===== config.mk =====
export PLATFORM = sky130hd
export DESIGN_NAME = phys_reg_free_list
export DESIGN_NICKNAME = d
export VERILOG_FILES = /design/src/rtl/phys_reg_free_list.sv
export SDC_FILE = /design/constraint.sdc
export NUM_CORES = 1
export LEC_CHECK = 0
export ABC_AREA = 1
export CAP_MARGIN = 20
export CORE_MARGIN = 2
export CORE_UTILIZATION = 56
export DETAILED_ROUTE_END_ITERATION = 10
export PLACE_DENSITY = 0.73
export SETUP_SLACK_MARGIN = 0.05
export SLEW_MARGIN = 15
export SYNTH_ARGS = -nofsm -noshare
export SYNTH_HDL_FRONTEND = slang
export SYNTH_SLANG_ARGS = --single-unit

===== constraint.sdc =====
create_clock -name clk -period 14.1 [get_ports clk]
set_input_delay 2.82 -clock clk [delete_from_list [all_inputs] [get_ports clk]]
set_output_delay 2.82 -clock clk [all_outputs]
set_load 0.01 [all_outputs]

===== src/rtl/phys_reg_free_list.sv =====
// Physical-register free list: circular FIFO of rename tags, two pushes and one pop per cycle.
// Optional duplicate-release detection is enabled with `define FREE_LIST_DUP_CHECK_EN.
module phys_reg_free_list #(
  parameter int NUM_PHYS = 64,
  parameter int NUM_ARCH = 32,
  parameter int TAG_W    = 6
) (
  input  logic             clk,
  input  logic             reset,
  input  logic             alloc_req,
  output logic [TAG_W-1:0] alloc_tag,
  output logic             alloc_valid,
  input  logic [TAG_W-1:0] freed_tag_1,
  input  logic [TAG_W-1:0] freed_tag_2,
  output logic [TAG_W:0]   free_count,
  output logic             overflow_err
`ifdef FREE_LIST_DUP_CHECK_EN
  ,
  output logic             dup_err
`endif
);

  localparam int DEPTH = NUM_PHYS - NUM_ARCH;
  localparam int PTR_W = (DEPTH > 1) ? $clog2(DEPTH) : 1;
  localparam int CNT_W = TAG_W + 1;
  localparam logic [PTR_W-1:0] LAST_PTR  = PTR_W'(DEPTH - 1);
  localparam logic [CNT_W-1:0] DEPTH_CNT = CNT_W'(DEPTH);

  // Explicit wrap so DEPTH does not have to be a power of two.
  function automatic logic [PTR_W-1:0] ptr_inc(input logic [PTR_W-1:0] p);
    return (p == LAST_PTR) ? '0 : p + PTR_W'(1);
  endfunction

  logic [TAG_W-1:0] mem_q [DEPTH];
  logic [TAG_W-1:0] mem_d [DEPTH];
  logic [PTR_W-1:0] head_q, head_d;
  logic [PTR_W-1:0] tail_q, tail_d;
  logic [PTR_W-1:0] tail_plus1;
  logic [CNT_W-1:0] count_q, count_d;
  logic [CNT_W-1:0] space;
  logic             overflow_q, overflow_d;
  logic             pop;
  logic             want1, want2;
  logic             acc1, acc2;

`ifdef FREE_LIST_DUP_CHECK_EN
  localparam logic [NUM_PHYS-1:0] IN_LIST_INIT = {{DEPTH{1'b1}}, {NUM_ARCH{1'b0}}};
  logic [NUM_PHYS-1:0] in_list_q, in_list_d;
  logic                dup_q, dup_d;
  logic                dup1, dup2;
`endif

  always_comb begin
    pop   = alloc_req && (count_q != '0);
    space = DEPTH_CNT - count_q + CNT_W'(pop);
    want1 = (freed_tag_1 != '0);
    want2 = (freed_tag_2 != '0);
`ifdef FREE_LIST_DUP_CHECK_EN
    dup1  = want1 && in_list_q[freed_tag_1];
    dup2  = want2 && (in_list_q[freed_tag_2] || (freed_tag_2 == freed_tag_1));
    want1 = want1 && !dup1;
    want2 = want2 && !dup2;
    dup_d = dup_q | dup1 | dup2;
`endif
    // Capacity counts the slot freed by this cycle's pop; freed_tag_1 wins a single free slot.
    acc1 = want1 && (space != '0);
    acc2 = want2 && (acc1 ? (space >= CNT_W'(2)) : (space != '0));

    tail_plus1 = ptr_inc(tail_q);
    mem_d = mem_q;
    if (acc1) mem_d[tail_q] = freed_tag_1;
    if (acc2) mem_d[acc1 ? tail_plus1 : tail_q] = freed_tag_2;

    if (acc1 && acc2)      tail_d = ptr_inc(tail_plus1);
    else if (acc1 || acc2) tail_d = tail_plus1;
    else                   tail_d = tail_q;

    head_d     = pop ? ptr_inc(head_q) : head_q;
    count_d    = count_q + CNT_W'(acc1) + CNT_W'(acc2) - CNT_W'(pop);
    overflow_d = overflow_q | (want1 & ~acc1) | (want2 & ~acc2);

`ifdef FREE_LIST_DUP_CHECK_EN
    in_list_d = in_list_q;
    if (pop)  in_list_d[mem_q[head_q]] = 1'b0;
    if (acc1) in_list_d[freed_tag_1]   = 1'b1;
    if (acc2) in_list_d[freed_tag_2]   = 1'b1;
`endif
  end

  always_ff @(posedge clk or posedge reset) begin
    if (reset) begin
      for (int i = 0; i < DEPTH; i++) mem_q[i] <= TAG_W'(NUM_ARCH + i);
      head_q     <= '0;
      tail_q     <= '0;
      count_q    <= DEPTH_CNT;
      overflow_q <= 1'b0;
    end else begin
      mem_q      <= mem_d;
      head_q     <= head_d;
      tail_q     <= tail_d;
      count_q    <= count_d;
      overflow_q <= overflow_d;
    end
  end

`ifdef FREE_LIST_DUP_CHECK_EN
  always_ff @(posedge clk or posedge reset) begin
    if (reset) begin
      in_list_q <= IN_LIST_INIT;
      dup_q     <= 1'b0;
    end else begin
      in_list_q <= in_list_d;
      dup_q     <= dup_d;
    end
  end

  assign dup_err = dup_q;
`endif

  // No bypass: the head reflects registered state only.
  assign alloc_valid  = (count_q != '0);
  assign alloc_tag    = (count_q != '0) ? mem_q[head_q] : '0;
  assign free_count   = count_q;
  assign overflow_err = overflow_q;

endmodule


### Yosys cells after proc, flatten, opt, wreduce, memory -nomap -nowiden

Cells that the tools add are included.

* add/sub/neg operators: 8
* order comparisons: 6
* equality and inequality tests: 3
* muxes and demuxes: 19
* bitwise logic cells: 9
* reduce and logical (&&, ||, !) cells: 12

Operator list (count)
* bitwise mux 192 bit: 2
* 2-to-1 mux 192 bit: 2
* demux 6 bit (select 5 bit): 2
* binary-select mux 6 bit (select 5 bit): 1
* 2-to-1 mux 5 bit: 6
* 2-to-1 mux 6 bit: 5
* adder 7 x 1 -> 7 bit: 3
* >= comparator 6 bit (second input constant): 3
* NOT 5 -> 6 bit: 3
* adder 5 x 1 -> 5 bit (second input constant): 3
* equality test 5 bit (second input constant): 3
* nonzero test 7 bit: 2
* less-than comparator 6 x 1 -> 1 bit (second input constant): 2
* nonzero test 6 bit: 2
* >= comparator 7 x 2 -> 1 bit (second input constant): 1
* subtractor 6 x 7 -> 7 bit (first input constant): 1
* subtractor 7 x 1 -> 7 bit: 1
* logical AND 1 bit: 6
* AND 1 bit: 2
* NOT 1 bit: 2
* bitwise OR 1 bit: 2
* nonzero test 2 bit: 1
* logical OR 1 bit: 1
* 2-to-1 mux 1 bit: 1

* register bits after elaboration: 210
* input bits: 15
* output and inout port bits: 15
* word-level logic and storage cells: 93

### Longest topological paths before layout

Gate-level depths: netlist (run 1).

* word-level depth: 13
* mapped depth: 26
* gate-level depth less buffers: 25

### Worst setup path before layout (run 1)

OpenSTA, ideal clock, no wires.

* path kind: input to register
* start point: input port alloc_req
* end point: register count_q[6], in the netlist free_count[6]
* library setup time: 0.079 ns
* arrival time: 5.854 ns
* required time: 14.021 ns
* slack: 8.167 ns
* cell stages on the path: 22
* buffers on the path: 1
* cell sequence: nand2_1 -> ha_1 -> inv_1 -> ha_1 -> nand3_1 -> nand2_1 -> nand2_1 -> nand2_1 -> nor2_2 -> nand2_2 -> nand2_2 -> buf_6 -> ha_1 -> inv_1 -> fa_1 -> fa_1 -> a21oi_1 -> o21ai_0 -> a21oi_1 -> nor2_1 -> nor2_1 -> xor2_1

* longest elaborated chain between the ends: 8
* elaborated cells between the ends (all ways): 10
* classes of those cells: 4 x add/sub; 1 x order compare; 1 x mux; 4 x reduce/logical

Ends and longest elaborated chain
* start, declared: line 10 `input logic alloc_req,`
* logical AND 1 bit (*): line 54 `pop = alloc_req && (count_q != '0);`
* branches (longest 6 deep; another with adder 7 x 1 -> 7 bit)
* subtractor 7 x 1 -> 7 bit (*): line 79 `count_d = count_q + CNT_W'(acc1) + CNT_W'(acc2) - CNT_W'(pop);`
* named net count_d[6]: line 39 `logic [CNT_W-1:0] count_q, count_d;`
* end signal, assigned: line 101 `count_q <= count_d;`
* end, declared: line 39

Mark *: on every way through the listed nets, which the timed path passes.
A chain may end at the register's enable or synchronous reset.

### Worst setup path after layout (run 1)

* start point: register head_q[0]
* end point: output port alloc_tag[1]

* longest elaborated chain between the ends: 5

Ends and longest elaborated chain
* start, declared: line 36 `logic [PTR_W-1:0] head_q, head_d;`
* start signal, assigned: line 93 `head_q <= '0;`
* start signal, assigned: line 99 `head_q <= head_d;`
* NOT 5 -> 6 bit (implied by the code): line 122 `assign alloc_tag = (count_q != '0) ? mem_q[head_q] : '0;`
* binary-select mux 6 bit (select 5 bit): line 122
* 2-to-1 mux 6 bit (implied by the code) (2 in a row): line 122
* 2-to-1 mux 6 bit: line 122
* end, declared: line 11 `output logic [TAG_W-1:0] alloc_tag,`

Every way passes these cells. The select of a mux whose other input is x is not followed.

==> summary.txt, run 1 <==
Setup path
  • CP Launch Type: flip-flop
  • Crit path cell chain: buf_4 -> o21ai_0 -> o22ai_1 -> o211ai_1 -> nand4_1 -> nand2_1 -> nor2_1 -> clkdlybuf4s50_1
  • Worst reg-to-reg path cell count: 25
  • Reg-to-Reg Start: free_count[2]
  • Crit end category: output pin
  • WS Path Type: reg -> out
  • Crit path max-delay family: buffers and inverters
  • CP startpoint: head_q[0]
  • Crit path buf inv count: 2
  • Worst R2R End: free_count[6]
  • CP max FO: 72
  • Crit path capture: alloc_tag[1]
  • Data required time of the worst path: 11.28 ns
  • Crit-path max cell delay: 0.72 ns
  • Crit path DAT: 3.81 ns
  • Slowest stage cell, crit path: dfrtp_2
  • Logic depth of the worst path, buffers included: 8
  • R2r setup slk: 8.86 ns

Clocking
  • Number of buffers created by CTS: 25
  • Worst-Skew Late Latency: roughly 0.52 ns
  • Post-CTS Hold Fix Bufs: 0
  • CTS max path bufs: 3
  • Post_cts resized: 0
  • H-tree depth: 1
  • CTS sink cnt: 210
  • # Post-CTS Setup Buffers: 0
  • CTS tree: built
  • Reg clk slew, reported paths: 0.06 ns
  • Clock root cell: clkbuf_16

Timing
  • Final period util: 47.01%
  • Actual slew at the worst max-slew pin: about 1.1 ns
  • Final setup fails: 0
  • Minimum clock period: 6.628 ns
  • Hold Vio Cnt, Final: 0
  • TNS Setup: 0 ns
  • Slew Limit Fails: 0
  • F_max: around 150 MHz
  • RSZ-0062 raised after global routing: no
  • Worst Skew: 0.01516 ns
  • Worst slew margin: 25.35%

Synth
  • Top FF cell, synth: dfstp_2
  • Syn Inst Count: roughly 1900
  • Yosys top cell by area: dfstp_2
  • Synthesized Nets: 1974
  • Share of the synthesized area in the top cell type: 22.18%
  • Post-synth EDFFs: 0
  • Synthesized area: 13390 µm²
  • Unique masters post-synth: 40
  • Syn Area/Cell: 6.919 µm²
  • Synth Warn #: 0
  • Flops & latches, synth: 210
  • FFs w/ async S/R, synth: 100.0%
  • Area contributors post-synth: dfstp_2 22%, nand2_1 20%, dfrtp_1 18%
  • Sequential share of the synthesized area: between 40 and 50%

Routing
  • Routed Antenna Nets: 0
  • Number of vias per cell: roughly 5.9
  • Pre-Repair DR Iteration Count: 6
  • Routed WL: 43.06 mm
  • Drt wl/cell: 19.63 µm
  • Vias post-DR: 13050
  • Residual DRC: 0
  • Detailed Route Iter0 Violations: 1413

Floorplanning
  • Boundary pin count: 30
  • CORE AREA: 23470 µm²
  • FP Rows: 56
  • Die Span Y: 158.6 µm
  • DIE AREA: 25160 µm²
  • Die width: 158.6 µm
  • Starting Density: 57.04%

Finish
  • Ant diodes: 0
  • Share of layout cells above drive strength 1: 10.99%
  • Filler instances: approximately 2200
  • Final #Nets: 1896
  • Area grow syn2layout: 6.934%
  • Final cell count without fillers: 2194

Worst hold path
  • Hold crit path type: reg -> reg

Placement
  • Placer congestion estimate: 0.9276
  • Post-Place Cells: between 2000 and 2500
  • IO Port Bufs: 29
  • Post-DP HPWL: 24.45 mm

GRT
  • Initial antenna violation count: 0
  • Total track usage: 34.82%
  • Vias in the first global route: 12400
  • First-pass GRT wire length: 67.52 mm
  • Largest net degree at the start of global routing: 139
  • GR Overflow Total: 0

Status
  • Status: finished, final reports clean

Power
  • Maximum VDD drop: 0.1917 mV
  • P per Cell Area: 266.2 nW/µm²
  • Pleak: 6.669 nW

Flow run
  • Max-cap violation count: 0
## worst min path at each step
stage	startpoint	to	slack, ns	cells after the start
final	overflow_err	overflow_err	0.52	1
after CTS	overflow_err	overflow_err	0.53	1
after global routing	overflow_err	overflow_err	0.56	1
after global placement	overflow_err	overflow_err	0.51	1
after floorplan	overflow_err	overflow_err	0.52	1
after detailed placement	overflow_err	overflow_err	0.50	1
## power breakdown
part           internal, mW  total [mW]  switching, mW
Sequential            0.985        1.18          0.198
Combinational         0.628        2.01           1.38
Clock                 0.363       0.617          0.254
Total                  1.98        3.81           1.83
## flip-flops by register name, indices dropped and copies added (netlist names)
register	count
tail_q	5
free_count	7
head_q	5
overflow_err	1
mem_q	192
## layout by cell type, fill, tap and decap left out, types with 8 or more instances in the layout
cell type / n
o22ai_1: 36
nand2_1: 709
dfstp_2: 113
nand3_1: 220
ha_1: 22
o211ai_1: 10
dfrtp_1: 96
o21ai_0: 240
nor3_1: 11
o21ai_1: 72
clkbuf_16: 25
inv_1: 41
buf_4: 20
nor2_1: 130
nor2_4: 8
clkdlybuf4s50_1: 28
clkbuf_1: 10
o221ai_1: 10
## cells in the mapped netlist, drive strengths merged, types with 11 or more instances
library cell,number
nand3,220
nand2,719
o22ai,36
buf,51
nor2,148
ha,22
dfrtp,97
inv,48
nor3,11
dfstp,113
clkbuf,103
o21ai,314
## kinds of logic after synthesis
| logic type | synth area share [%] |
|---|---|
| adder cells (fa/ha/maj) | 2.355 |
| AO/OA/AOI/OAI | 15.34 |
| AND/OR/NAND/NOR | 34.86 |
| buffers and inverters | 6.747 |
| flip-flops | 40.30 |
| XOR/XNOR | 0.3925 |
## area by class of cell
class / instances / area (µm²) / share of cell area [%]
Multi-Input combinational cell: 1522 / 7119 / 49.72
Sequential cell: 210 / 5398 / 37.70
Clock buffer: 42 / 759.5 / 5.305
Timing Repair Buffer: 49 / 435.4 / 3.041
Tap cell: 319 / 399.1 / 2.788
Inverter: 49 / 191.4 / 1.337
Clock inverter: 3 / 15.01 / 0.1049
## metrics by stage
stage          util, %  total power [mW]  worst slack, ns  instance area (µm²)  hold slack [ns]
4_1_cts          61.00             3.775            7.610                14320           0.5273
3_5_place_dp     57.70             3.148            7.146                13540           0.4993
5_1_grt          61.00             4.098            7.329                14320           0.5583
2_1_floorplan        -             2.638            5.729                13390           0.5236
6_report         61.00             3.811            7.472                14320           0.5246
3_3_place_gp     57.70             3.105            7.272                13540           0.5092
## layer usage
metal / track usage, % / wire, µm / vias up
li1: - / - / 6225
met1: 47.54 / 17590 / 6005
met2: 53.82 / 19040 / 666
met3: 7.213 / 4423 / 156
met4: 14.89 / 2013 / 0
met5: 0 / 0 / -
(Power assumes the default switching activity.)
==> run 2, diff against run 1 <==
--- a/config.mk
+++ b/config.mk
@@ -10,7 +10,7 @@
 export CORE_MARGIN = 2
 export CORE_UTILIZATION = 56
 export DETAILED_ROUTE_END_ITERATION = 10
-export PLACE_DENSITY = 0.73
+export PLACE_DENSITY = 0.76
 export SETUP_SLACK_MARGIN = 0.05
 export SLEW_MARGIN = 15
 export SYNTH_ARGS = -nofsm -noshare
==> constraint.sdc (replaced) <==
create_clock -name clk -period 5.75 [get_ports clk]
set_input_delay 1.15 -clock clk [delete_from_list [all_inputs] [get_ports clk]]
set_output_delay 1.15 -clock clk [all_outputs]
set_load 0.01 [all_outputs]
==> run 2 against run 1 <==
Final cell count grew 0.36%. Wire length grew 0.84%. Core utilization grew 1.0 points. Worst hold slack gained 0.024 ns. Via count grew 2.0%. Setup slack lost 6.5 ns. First-iteration DRC count shrank 3.6%.
==> summary.txt, run 2 (synthesis gave the netlist of run 1 again) <==
Floorplanning
  • Die width: 158.6 µm (unchanged)
  • Starting Density: 57.04% (unchanged)
  • FP Rows: 56 (unchanged)
  • CORE AREA: 23470 µm² (unchanged)
  • Die Span Y: 158.6 µm (unchanged)
  • DIE AREA: 25160 µm² (unchanged)
  • Boundary pin count: 30 (unchanged)

Timing
  • Final setup fails: 0 (unchanged)
  • Final period util: 83.71%
  • Slew Limit Fails: 0 (unchanged)
  • Actual slew at the worst max-slew pin: 1.102 ns (-0.009650 ns)
  • Hold Vio Cnt, Final: 0 (unchanged)
  • Worst Skew: 0.02356 ns (+0.008401 ns)
  • Minimum clock period: 4.814 ns
  • TNS Setup: 0 ns (unchanged)
  • RSZ-0062 raised after global routing: no
  • F_max: slightly above 200 MHz
  • Worst slew margin: 26.56% (+1.2 points)

Clocking
  • Worst-Skew Late Latency: 0.55 ns (+0.03 ns)
  • Post-CTS Hold Fix Bufs: 0 (unchanged)
  • # Post-CTS Setup Buffers: 0 (unchanged)
  • Post_cts resized: 0 (unchanged)
  • Clock root cell: clkbuf_16
  • H-tree depth: 1 (unchanged)
  • CTS tree: built
  • Reg clk slew, reported paths: 0.06 ns (about the same)
  • Number of buffers created by CTS: 25 (unchanged)
  • CTS sink cnt: 210 (unchanged)
  • CTS max path bufs: 3 (unchanged)

Finish
  • Commonest non-fill, non-tap cell in the layout: nand2_1
  • Ant diodes: 0 (unchanged)
  • Final cell count without fillers: 2202 (+0.36%)
  • Area of the multi-input gates: 7119 µm² (unchanged)
  • Share of layout cells above drive strength 1: 11.74% (+0.75 points)
  • Final #Nets: 1904 (+0.42%)
  • Area grow syn2layout: 8.700%
  • Number of flip-flops under the largest register name: 192 (unchanged)
  • Filler instances: 2124 (-2.7%)
  • Largest register by flop count: mem_q
  • Sequential cell area: 5398 µm² (unchanged)
  • Commonest non-fill, non-tap cells in the layout: 709 x nand2_1, 240 x o21ai_0, 220 x nand3_1, 130 x nor2_1, 113 x dfstp_2

GRT
  • Initial antenna violation count: 0 (unchanged)
  • Largest net degree at the start of global routing: 99 (-29%)
  • GR Overflow Total: 0 (unchanged)
  • Vias in the first global route: 12410 (+0.081%)
  • Total track usage: 35.10% (+0.28 points)
  • First-pass GRT wire length: 68.25 mm (+1.1%)

Routing
  • Detailed Route Iter0 Violations: 1362 (-3.6%)
  • Routed WL: 43.43 mm (+0.84%)
  • Drt wl/cell: 19.72 µm (+0.47%)
  • Pre-Repair DR Iteration Count: 6 (unchanged)
  • Vias post-DR: 13320 (+2.0%)
  • Routed Antenna Nets: 0 (unchanged)
  • Residual DRC: 0 (unchanged)
  • Number of vias per cell: 6.048 (+1.7%)

Setup path
  • Crit path buf inv count: 3 (+1)
  • WS Path Type: reg -> reg
  • CP max FO: 8 (-89%)
  • CP Launch Type: flip-flop
  • Data required time of the worst path: 6.23 ns (-5.05 ns)
  • Crit path DAT: 5.29 ns (+1.48 ns)
  • CP startpoint: free_count[5]
  • Crit end category: flip-flop
  • Crit path cell chain: inv_1 -> ha_1 -> nand3_1 -> nand2_1 -> ha_1 -> inv_1 -> ha_1 -> nand3_1 -> nand2_1 -> nand2_1 -> nand2_1 -> nor2_2 -> nand2_2 -> nand2_2 -> ha_1 -> inv_1 -> fa_1 -> fa_1 -> a21oi_1 -> o21ai_0 -> a21oi_1 -> nor2_1 -> nor2_1 -> xor2_1
  • Reg-to-Reg Start: free_count[5]
  • Crit-path max cell delay: 0.59 ns (-0.13 ns)
  • Crit path max-delay family: adder cells
  • Slowest stage cell, crit path: dfstp_2

Worst hold path
  • Hold crit path type: reg -> reg
  • Worst Min Path Start: overflow_err

Flow run
  • Max-cap violation count: 0 (unchanged)

Power
  • Pleak: 6.780 nW (+1.7%)
  • P per Cell Area: 666.1 nW/µm² (+150%)
  • Maximum VDD drop: 0.4450 mV (+130%)

Placement
  • Post-DP HPWL: 25.29 mm (+3.4%)
  • IO Port Bufs: 29 (unchanged)
  • Placer congestion estimate: 0.8846 (-4.6%)
  • Post-Place Cells: 2157 (+0.37%)

Status
  • Status: finished, final reports clean
## run 2: worst paths after layout
kind / endpoint / slack, ns / depth (start not counted)
worst max register to register: free_count[6] / 0.94 / 24
worst min register to register: overflow_err / 0.55 / 1
worst max-delay path: free_count[6] / 0.94 / 24
min in group asynchronous: mem_q[165] / 1.06 / 2
max in group asynchronous: mem_q[43] / 3.64 / 3
worst min-delay path: overflow_err / 0.55 / 1
## run 2: worst register-to-register path: stages, from the launching register on
cell	delay (ns)
dfstp_2	0.59
inv_1	0.09
ha_1	0.19
nand3_1	0.49
nand2_1	0.33
ha_1	0.30
inv_1	0.09
ha_1	0.23
nand3_1	0.11
nand2_1	0.07
nand2_1	0.05
nand2_1	0.07
nor2_2	0.05
nand2_2	0.12
nand2_2	0.07
ha_1	0.28
inv_1	0.05
fa_1	0.42
fa_1	0.41
a21oi_1	0.17
o21ai_0	0.13
a21oi_1	0.15
nor2_1	0.05
nor2_1	0.11
xor2_1	0.14
## run 2: metal layers
layer	vias up	global-route usage, %	share of wire [%]
met4	0	16.90	5.3
met2	809	52.50	43
met5	-	0	0
li1	6243	-	-
met3	169	7.403	11
met1	6096	48.60	40
## run 2: cell type report
cell class / count / area share [%]
clock buffers: 38 / 5.184
clock inverters: 7 / 0.8081
inverters: 49 / 1.290
multi-input cells: 1522 / 48.92
flip-flops and latches: 210 / 37.09
well taps: 319 / 2.742
repair buffers: 57 / 3.972
## run 2: stage by stage
stage               util [%]  total power [mW]  worst slack, ns  hold slack [ns]  area, µm²
floorplan                  -             6.470            1.487           0.5236      13390
global placement       58.29             7.734           0.9232           0.5134      13680
detailed placement     58.29             7.848           0.8339           0.5205      13680
CTS                    62.00             9.568           0.9979           0.5481      14550
global route           62.00             10.37           0.6086           0.5580      14550
finish                 62.00             9.694           0.9365           0.5486      14550
## run 2: report_power, final
part / internal [mW] / switching, mW / leakage (nW)
logic: 1.66 / 3.47 / 3.96
clock network: 1.03 / 0.661 / 0.430
registers: 2.41 / 0.456 / 2.39
==> run 3, diff against run 2 <==
--- a/config.mk
+++ b/config.mk
@@ -10,7 +10,7 @@
 export CORE_MARGIN = 2
 export CORE_UTILIZATION = 56
 export DETAILED_ROUTE_END_ITERATION = 10
-export PLACE_DENSITY = 0.76
+export PLACE_DENSITY = 0.73
 export SETUP_SLACK_MARGIN = 0.05
 export SLEW_MARGIN = 15
 export SYNTH_ARGS = -nofsm -noshare
==> constraint.sdc (replaced) <==
create_clock -name clk -period 4.44 [get_ports clk]
set_input_delay 0.888 -clock clk [delete_from_list [all_inputs] [get_ports clk]]
set_output_delay 0.888 -clock clk [all_outputs]
set_load 0.01 [all_outputs]
==> run 3 against run 2 <==
Register-to-register slack lost 0.52 ns. Sequential power is 31% higher. Flip-flop and latch count unchanged. Combinational power is 32% higher. Final cell count rose by 0.95%. Non-clock buffer count increased by 20. Worst hold slack worse by 0.029 ns. Global-route usage rose by 0.21 points. Largest cell class unchanged. Highest routed layer unchanged.
==> summary.txt, run 3 (synthesis gave the netlist of run 1 again) <==
Routing
  • Top sig layer: met4
  • Drt wl/cell: 19.84 µm (+0.62%)
  • Routed WL: 44.11 mm (+1.6%)
  • WL met3: 4.878 mm (-1.9%)
  • Routed Antenna Nets: 0 (unchanged)
  • WL met1: 17.68 mm (+1.2%)
  • Residual DRC: 0 (unchanged)
  • Vias post-DR: 13380 (+0.50%)
  • WL met2: 19.63 mm (+5.1%)
  • Number of vias per cell: 6.020 (-0.45%)
  • Pre-Repair DR Iteration Count: 6 (unchanged)
  • Detailed Route Iter0 Violations: 1458 (+7.0%)

Timing
  • Slew Limit Fails: 0 (unchanged)
  • Actual slew at the worst max-slew pin: 1.130 ns (+0.02859 ns)
  • Setup ws final: 0.2158 ns (-0.7207 ns)
  • F_max: 236.7 MHz
  • Minimum clock period: between 4 and 5 ns
  • Worst slew margin: 24.08% (-2.5 points)
  • Worst Skew: 0.01498 ns (-0.008581 ns)
  • Final setup fails: 0 (unchanged)
  • RSZ-0062 raised after global routing: no
  • Final period util: 95.14%
  • TNS Setup: 0 ns (unchanged)
  • Hold Vio Cnt, Final: 0 (unchanged)

Setup path
  • Slowest stage cell, crit path: dfrtp_1
  • CP Launch Type: flip-flop
  • Crit-path max cell delay: 0.85 ns (+0.26 ns)
  • Data required time of the worst path: 3.55 ns (-2.68 ns)
  • Crit end category: output pin
  • Worst R2R End: mem_q[139]
  • Crit path cell chain: inv_1 -> o21ai_0 -> nor2_1 -> a211oi_1 -> nor2_1 -> clkdlybuf4s50_1
  • R2r setup slk: 0.42 ns (-0.52 ns)
  • WS Path Type: reg -> out
  • Worst reg-to-reg path cell count: 20 (-17%)
  • Most used cell, CP: nor2_1
  • Crit path DAT: 3.34 ns (-1.95 ns)
  • Crit path capture: alloc_tag[3]
  • CP startpoint: head_q[2]
  • Reg-to-Reg Start: free_count[2]
  • CP max FO: 21 (+13)

Floorplanning
  • Starting Density: 57.04% (unchanged)
  • DIE AREA: 25160 µm² (unchanged)
  • Boundary pin count: 30 (unchanged)
  • Die Span Y: 158.6 µm (unchanged)
  • CORE AREA: 23470 µm² (unchanged)
  • Die width: 158.6 µm (unchanged)
  • FP Rows: 56 (unchanged)

Finish
  • Share of layout cells above drive strength 1: 12.82% (+1.1 points)
  • Ant diodes: 0 (unchanged)
  • Filler instances: 2166 (+2.0%)
  • Final cell count without fillers: 2223 (+0.95%)
  • Largest register by flop count: mem_q
  • Number of flip-flops under the largest register name: 192 (unchanged)
  • Commonest non-fill, non-tap cell in the layout: nand2_1
  • Fin area: 14720 µm² (+1.2%)
  • Final #Nets: 1924 (+1.1%)
  • Area grow syn2layout: 9.952%
  • Commonest non-fill, non-tap cells in the layout: 709 x nand2_1, 240 x o21ai_0, 220 x nand3_1, 130 x nor2_1, 113 x dfstp_2

Power
  • Pwr Total: 12.63 mW (+30%)
  • Switching share of power: 47.25% (-0.054 points)
  • Switching power: 5.968 mW (+30%)
  • Comb power frac: 53.4% (+0.5 points)
  • Clock share of power: 16.9% (-0.6 points)
  • P_int: 6.663 mW (+30%)
  • P per Cell Area: 858.0 nW/µm² (+29%)
  • Maximum VDD drop: 0.5192 mV (+17%)
  • Reg power frac: 29.7% (about the same)
  • Pleak: 6.871 nW (+1.3%)

Placement
  • Post-DP HPWL: 25.75 mm (+1.8%)
  • Placer congestion estimate: 0.9376 (+6.0%)
  • IO Port Bufs: 29 (unchanged)
  • Post-Place Cells: 2175 (+0.83%)
  • Dpl ws: 0.05250 ns (-0.7814 ns)
  • Cell Area, Placed: 13860 µm² (+1.3%)

Clocking
  • Number of buffers created by CTS: 25 (unchanged)
  • CTS sink cnt: 210 (unchanged)
  • H-tree depth: 1 (unchanged)
  • Clock root cell: clkbuf_16
  • Reg clk slew, reported paths: 0.06 ns (about the same)
  • Worst-Skew Late Latency: 0.54 ns (about the same)
  • CTS tree: built
  • CTS max path bufs: 3 (unchanged)

GRT
  • Initial antenna violation count: 0 (unchanged)
  • Vias in the first global route: 12380 (-0.23%)
  • Largest net degree at the start of global routing: 99 (unchanged)
  • Total track usage: 35.31% (+0.21 points)
  • First-pass GRT wire length: 68.37 mm (+0.18%)
  • GR Overflow Total: 0 (unchanged)

Worst hold path
  • Worst Min Path Start: overflow_err
  • Hold crit path type: reg -> reg

Status
  • Status: finished, final reports clean

Flow run
  • Max-cap violation count: 0 (unchanged)
run 3: cell types whose count changed in the layout (fill, tap and decap cells not counted):
cell             delta
buf_2               -1
inv_2               +2
clkdlybuf4s50_1     +1
ha_2                +1
buf_12              +3
inv_6               +1
clkinv_1            +1
buf_4              +17
clkinv_4            -1
clkinv_2            +4
inv_1               -3
ha_1                -1
clkbuf_8            -4
clkinvlp_4          +1
run 3: cell type report:
type / instances / area (µm²) / share of cell area (%)
multi-input cells: 1522 / 7122 / 48.38
flip-flops and latches: 210 / 5398 / 36.67
repair buffers: 77 / 770.7 / 5.235
clock buffers: 34 / 699.4 / 4.751
well taps: 319 / 399.1 / 2.711
inverters: 49 / 187.7 / 1.275
clock inverters: 12 / 145.1 / 0.9859
run 3: worst min-delay path by stage:
stage,end,slack (ns),cells after the start
6_report,overflow_err,0.52,1
5_1_grt,overflow_err,0.54,1
4_1_cts,overflow_err,0.52,1
3_5_place_dp,overflow_err,0.49,1
3_3_place_gp,overflow_err,0.53,1
2_1_floorplan,overflow_err,0.52,1
run 3: stage by stage:
step                util, %  hold slack (ns)
floorplan                 -           0.5236
global placement      59.05           0.5256
detailed placement    59.05           0.4941
CTS                   62.64           0.5215
global route          62.72           0.5431
finish                62.72           0.5196
run 3: power by group through the flow:
| stage | clock (mW) | combinational, mW | sequential, mW |
|---|---|---|---|
| finish | 2.13 | 6.75 | 3.75 |
| CTS | 2.16 | 6.57 | 3.72 |
| floorplan | 0 | 4.86 | 3.52 |
| global route | 2.23 | 7.46 | 3.83 |
| global placement | 0 | 6.45 | 3.73 |
| detailed placement | 0 | 6.56 | 3.73 |
run 3: layer usage:
metal | vias up | GRT usage (%)
met3 | 146 | 6.532
met2 | 773 | 54.46
met1 | 6169 | 48.89
met5 | - | 0
met4 | 0 | 14.93
li1 | 6295 | -
run 3: critical path: cells and delay by family, from the launching register on:
family                 cells  cell delay, ns
AO/OA/AOI/OAI              2            0.78
buffers and inverters      2            0.92
flip-flops                 1            0.85
AND/OR/NAND/NOR            2            0.24
run 3: what timing repair did:
item                                    4_1_cts  5_1_grt
hold buffers                                  0        0
resized for setup                             0        1
endpoints found under the setup margin        0        1
buffers inserted                              0        2
==> edit (flow settings as in run 3) <==
Register the input `alloc_req` before use, without a reset. The logic sees it one clock later. The other inputs are not delayed to match.
--- a/src/rtl/phys_reg_free_list.sv
+++ b/src/rtl/phys_reg_free_list.sv
@@ -26,6 +26,12 @@
   localparam logic [PTR_W-1:0] LAST_PTR  = PTR_W'(DEPTH - 1);
   localparam logic [CNT_W-1:0] DEPTH_CNT = CNT_W'(DEPTH);
 
+  logic alloc_req_q;
+
+  always_ff @(posedge clk) begin
+    alloc_req_q <= alloc_req;
+  end
+
   // Explicit wrap so DEPTH does not have to be a power of two.
   function automatic logic [PTR_W-1:0] ptr_inc(input logic [PTR_W-1:0] p);
     return (p == LAST_PTR) ? '0 : p + PTR_W'(1);
@@ -51,7 +57,7 @@
 `endif
 
   always_comb begin
-    pop   = alloc_req && (count_q != '0);
+    pop   = alloc_req_q && (count_q != '0);
     space = DEPTH_CNT - count_q + CNT_W'(pop);
     want1 = (freed_tag_1 != '0);
     want2 = (freed_tag_2 != '0);
Formal check against the unedited RTL: not equivalent (a bounded check fails within 4 cycles, from zero or initial values and one cycle with reset high).
==> edit against run 3 <==
  * Worst setup slack better by 71 ps
  * Combinational power is 3% lower
  * Maximum frequency is 1.7% higher
  * Wire length is 1.4% lower
  * Design area is 0.57% lower
  * Utilization is 0.36 points lower
  * Register-to-register slack worse by 50 ps
  * Sequential cell count is 1 higher
  * Largest cell class unchanged
  * Power is 1.6% lower
  * Sequential share of layout area is 0.35 points higher
  * Synthesized area is 0.15% higher
  * Hold slack better by 20 ps
  * Non-clock buffer count is 9 lower
==> edit: results (changes against run 3) <==
[critical_path]
reg2reg_from=free_count[5]$_DFF_PP1_
top_fanout_value_on_the_critical_path=53  ; +150%
worstReg2RegEnd=free_count[6]$_DFF_PP0_
timing.reg2reg.setup_slack_ps=370  ; -50 ps
setup.worst_path.start=head_q[0]$_DFFE_PP0P_
timing.critical_path.slowest_stage_cell=dfrtp_2
worst-endpoint-arrival_ps=3270  ; -70 ps
worst_setup_path_endpoint=alloc_tag[5]

[placement]
dp_worst_setup_slack_ps=289.9  ; +237.4 ps
gp_congestion=0.9329  ; -0.50%
place.detailed.hpwl_um=26180  ; +1.7%

[pwr]
internal_power_mw=6.514  ; -2.2%
pg_comb_mw=6.57  ; -3%
total_leakage_power_nw=6.821  ; -0.73%
worst_ir_drop_vdd_v=0.0004847  ; -6.6%
seq_power_mw=3.74  ; about the same
p_sw_mw=5.915  ; -0.89%

[global_routing]
pin_count_of_the_biggest_net_entering_global_routing=112  ; +13%
use_met3_pct=7.680  ; +1.1 points
global_route.usage.total_pct=33.77  ; -1.5 points
initial_antenna_violation_count=1  ; +1
groute.layer.met2.usage_pct=52.22  ; -2.2 points

[yosys]
yosys.cell_types.count=41  ; +2.5%
synth_sequential_area_ratio_pct=40.39  ; +0.089 points
synth_compound_area_share_pct=15.32  ; -0.023 points
async_reset_ff_share_pct=99.53  ; -0.47 points

[route]
post_drt_via_cell_ratio=5.956  ; -1.1%
initial_drt_markers=1361  ; -6.7%

[run_status]
run_status=finished clean

[sta]
max-slew-margin-rel_pct=39.80  ; +16 points

[finish]
final_net_count=1916  ; -0.42%
final_layout_size_suffix_gt1_share_pct=12.34  ; -0.47 points

-- edit: changes by cell type in the layout (fill, tap and decap cells not counted), sizes merged --
cell / run 3 / this run
buf: 49 / 39
dfxtp: 0 / 1
clkdlybuf4s50: 28 / 29
bufinv: 3 / 2
inv: 46 / 45
clkbuf: 34 / 33
clkinv: 10 / 13
-- edit: per-layer routing --
metal | wire [um] | part of all wire (%) | vias up
li1 | - | - | 6272
met1 | 17850 | 41 | 6061
met2 | 19350 | 44 | 746
met3 | 4856 | 11 | 113
met4 | 1453 | 3.3 | 0
met5 | 0 | 0 | -
-- edit: worst min-delay path by stage --
stage                     cells past startpoint                    from                      to  slack, ps
after floorplan                               1  overflow_err$_DFF_PP0_  overflow_err$_DFF_PP0_        520
after global placement                        1  overflow_err$_DFF_PP0_  overflow_err$_DFF_PP0_        510
after detailed placement                      1  overflow_err$_DFF_PP0_  overflow_err$_DFF_PP0_        510
after CTS                                     1  overflow_err$_DFF_PP0_  overflow_err$_DFF_PP0_        540
after global routing                          1  overflow_err$_DFF_PP0_  overflow_err$_DFF_PP0_        550
final                                         1  overflow_err$_DFF_PP0_  overflow_err$_DFF_PP0_        540
-- edit: layout make-up --
class / instances / area [um2]
clock buffers: 33 / 705.7
clock inverters: 13 / 131.4
fillers: 2175 / 8835
inverters: 49 / 187.7
multi-input cells: 1522 / 7126
flip-flops and latches: 211 / 5418
well taps: 319 / 399.1
repair buffers: 68 / 670.6
-- edit: per-stage QoR --
stage	hold WS, ps	instances
3_3_place_gp	510.2	2168
6_report	540.1	2215
5_1_grt	546.7	2215
2_1_floorplan	523.6	1936
3_5_place_dp	509.3	2168
4_1_cts	537.7	2214
